$ cat src/rtl/serial_parity_checker_pkg.sv
// Shared definitions for the serial parity checker and its transmit-side twin.
// Holds FSM state encodings, the default frame width and the parity senses.
package serial_parity_checker_pkg;

    typedef enum logic [1:0] {
        ST_IDLE   = 2'd0,
        ST_DATA   = 2'd1,
        ST_PARITY = 2'd2,
        ST_DONE   = 2'd3
    } state_t;

    localparam int DEFAULT_DATA_BITS = 8;

    localparam bit EVEN = 1'b0;
    localparam bit ODD  = 1'b1;

endpackage

$ cat src/rtl/serial_parity_checker_shift_accum.sv
// LSB-first shift register plus running XOR of every bit shifted in.
// A clear that coincides with a shift loads that bit as the first one.
module serial_parity_checker_shift_accum
    import serial_parity_checker_pkg::*;
#(
    parameter int WIDTH = DEFAULT_DATA_BITS
) (
    input  logic             i_clk,
    input  logic             i_rst,
    input  logic             i_clr,
    input  logic             i_shift,
    input  logic             i_bit,
    output logic [WIDTH-1:0] o_data,
    output logic             o_acc
);

    logic [WIDTH-1:0] r_data;
    logic             r_acc;
    logic             w_first;

    assign w_first = i_bit & i_shift;

    // Bits enter at the MSB and walk down, so bit 0 lands in the LSB.
    always_ff @(posedge i_clk) begin
        if (i_rst) begin
            r_data <= '0;
            r_acc  <= 1'b0;
        end else if (i_clr) begin
            r_data <= {w_first, {(WIDTH-1){1'b0}}};
            r_acc  <= w_first;
        end else if (i_shift) begin
            r_data <= {i_bit, r_data[WIDTH-1:1]};
            r_acc  <= r_acc ^ i_bit;
        end
    end

    assign o_data = r_data;
    assign o_acc  = r_acc;

endmodule

$ cat config.mk
export PLATFORM = sky130hd
export DESIGN_NAME = serial_parity_checker_shift_accum
export DESIGN_NICKNAME = d
export VERILOG_FILES = /design/src/rtl/serial_parity_checker_pkg.sv /design/src/rtl/serial_parity_checker_shift_accum.sv
export SDC_FILE = /design/constraint.sdc
export NUM_CORES = 1
export LEC_CHECK = 0
export ABC_AREA = 1
export CAP_MARGIN = 20
export CORE_AREA = 2 2 39 41
export DETAILED_ROUTE_END_ITERATION = 8
export DIE_AREA = 0 0 41 43
export PLACE_DENSITY_LB_ADDON = 0.12
export SYNTH_ARGS = -nofsm -noshare
export SYNTH_HDL_FRONTEND = slang
export SYNTH_SLANG_ARGS = --single-unit
export TNS_END_PERCENT = 1
$ cat constraint.sdc
create_clock -name i_clk -period 1.6 [get_ports i_clk]
set_input_delay 0.32 -clock i_clk [delete_from_list [all_inputs] [get_ports i_clk]]
set_output_delay 0.32 -clock i_clk [all_outputs]
set_load 0.02 [all_outputs]
==> impl_metrics.ini, run 1 <==
[sta]
setup_tns_ns = 0
finalWorstPathRequiredPeriod_ns = 1.56
worst_pin_slew_ns = 0.238
hold_viol = 0
fin_hold_ws_ns = 0.463
fin_skew_ns = 0.000878
setup_slack_ns = 0.0415
setup_viol = 0
rsz0062_at_grt = no
max_freq_ghz = 0.642
relSlewSlack = 0.841
drv_slew = 0
min_period_over_period = 0.974

[clocking]
ctsResizeCount = 0
htree_levels = 1
clk_pin_slew_ns = 0.06
cts_tree = done
post_cts_buffers = 0
clock-sinks = 9
cts_hold_buffers = 0
cts_buffer_depth = 2
root_buffer = clkbuf_4
clk_latency_ns = 0.26
cts_made_buffers = 3

[drt]
ant_nets = 0
post_drt_via_cell_ratio = 4.19
drt_pass1_iterations = 2
wl_per_cell_um = 8.69
drt_wl_total_um = 678
drt_iter0_drc = 5
drc = 0
num_vias = 327

[placed_design]
port_buffers = 13
place_congestion = 0.583
hpwl_um = 473
dp_cells = 74
dpl_cell_area_um2 = 500
dp_worst_setup_slack_ns = 0.252

[global_routing]
grt_use_total = 0.105
grt_pass1_vias = 299
grt_max_degree = 10
antenna_found_initial = 0
grt-ovfl-total = 0
grt_pass1_wl_um = 1260

[setup_path]
required_ns = 1.28
max_stage_delay_ns = 0.62
cp_cell_sequence = clkdlybuf4s50_1
critical_path_buf_inv_count = 1
crit_path_start_kind = register
worst-path-max-fanout = 3
cp.arrival_ns = 1.24
critPathTopFamily = buffers and inverters
crit_slowest_cell = clkdlybuf4s50_1
crit_type = register to primary output
reg2reg_slack_ns = 0.85
end_kind = primary output

[yosys]
yosysSeqAreaShare = 0.509
ys_warn_count = 0
postSynthRegisterBits = 9
ys_top_cells_by_area = dfxtp_1 (51%), nand2_1 (18%), a21oi_1 (11%), buf_6 (3.2%), inv_1 (3.2%)
synth_top_area_share = 0.509
synth.distinct_cells = 11
avgSynthCellArea_um2 = 7.87
postSynthCellCount = 45
synth_nets = 50
yosys.area.top_type = dfxtp_1
synth_area_um2 = 354

[power]
power_density_nw_per_um2 = 847
total_leakage_power_nw = 0.211
vdd_drop_max_mv = 0.363
total_power_mw = 0.448

[final_layout]
fin_area_um2 = 529
drive_gt1_frac = 0.145
finish.utilization = 0.382
nNetsFinal = 68
area_growth_pct = 49.5
instances_no_fill = 78
antenna_cells = 0

[die]
die_area_um2 = 1760
num_io_pins = 14
row_count = 14
die_height_um = 43
die_x_um = 41
initial_core_util = 0.256
core_area_um2 = 1380

[hold_path]
hold_class = register to register

[status]
run_status = finished clean

[run]
maxCapViolations = 0
-- registers in the layout, summed over array words and instances, names as in the netlist --
signal / flops
o_acc: 1
o_data: 8
-- synthesized netlist by cell type --
library cell,n
nor2_1,2
dfxtp_1,9
inv_2,1
nand3_2,1
inv_6,1
inv_1,3
nand2_4,1
buf_6,1
nor2_2,1
a21oi_1,8
nand2_1,17
-- power breakdown --
| group | internal [mW] | total (mW) | switching, mW | leakage (nW) |
|---|---|---|---|---|
| registers | 0.227 | 0.229 | 0.00202 | 0.0729 |
| logic | 0.0209 | 0.0451 | 0.0242 | 0.123 |
| clock network | 0.0960 | 0.174 | 0.0778 | 0.0150 |
-- path summary, 6_finish.rpt --
kind | startpoint | to | cells past startpoint
worst min register to register | o_data[0] | o_data[0] | 2
worst max-delay path | o_data[7] | o_data[7] | 1
worst min-delay path | o_data[0] | o_data[0] | 2
worst max register to register | o_acc | o_acc | 5
-- area by class of cell --
class	count	area, um^2
Timing Repair Buffer	14	140
Fill cell	155	855
Tap cell	16	20.0
Sequential cell	9	180
Inverter	5	23.8
Clock buffer	4	26.3
Multi-Input combinational cell	30	139
-- placed cells by master, fill, tap and decap left out, types with 2 or more instances in the layout --
| cell | instances |
|---|---|
| a21oi_1 | 8 |
| clkbuf_4 | 3 |
| nor2_1 | 2 |
| inv_1 | 3 |
| dfxtp_1 | 9 |
| clkdlybuf4s50_1 | 12 |
| nand2_1 | 17 |
-- layer usage --
metal	vias to the layer above	part of all wire	global-route usage
met5	-	0	0
met2	9	0.43	0.122
met4	0	0	0.0600
met3	0	0.080	0.0366
li1	175	-	-
met1	143	0.49	0.160
-- cell families (layout without fill, tap and decap cells) --
logic type / after synthesis / count (layout) / share of synthesized area
flops: 9 / 9 / 0.509
simple gates: 22 / 22 / 0.279
compound gates: 8 / 8 / 0.113
buf+inv: 6 / 23 / 0.0989
-- worst reg2reg max path: cells and delay by family (launching register included) --
kind / cells / cell delay (ns)
buf+inv: 1 / 0.04
flops: 1 / 0.33
simple gates: 4 / 0.28
No activity file was read; power rests on OpenSTA's default activity.
==> inputs of run 2 (changes only) <==
SLEW_MARGIN = 20   (was unset)
==> results of run 2 <==
Same layout as run 1: the final DEF is identical, and so are final timing and power.
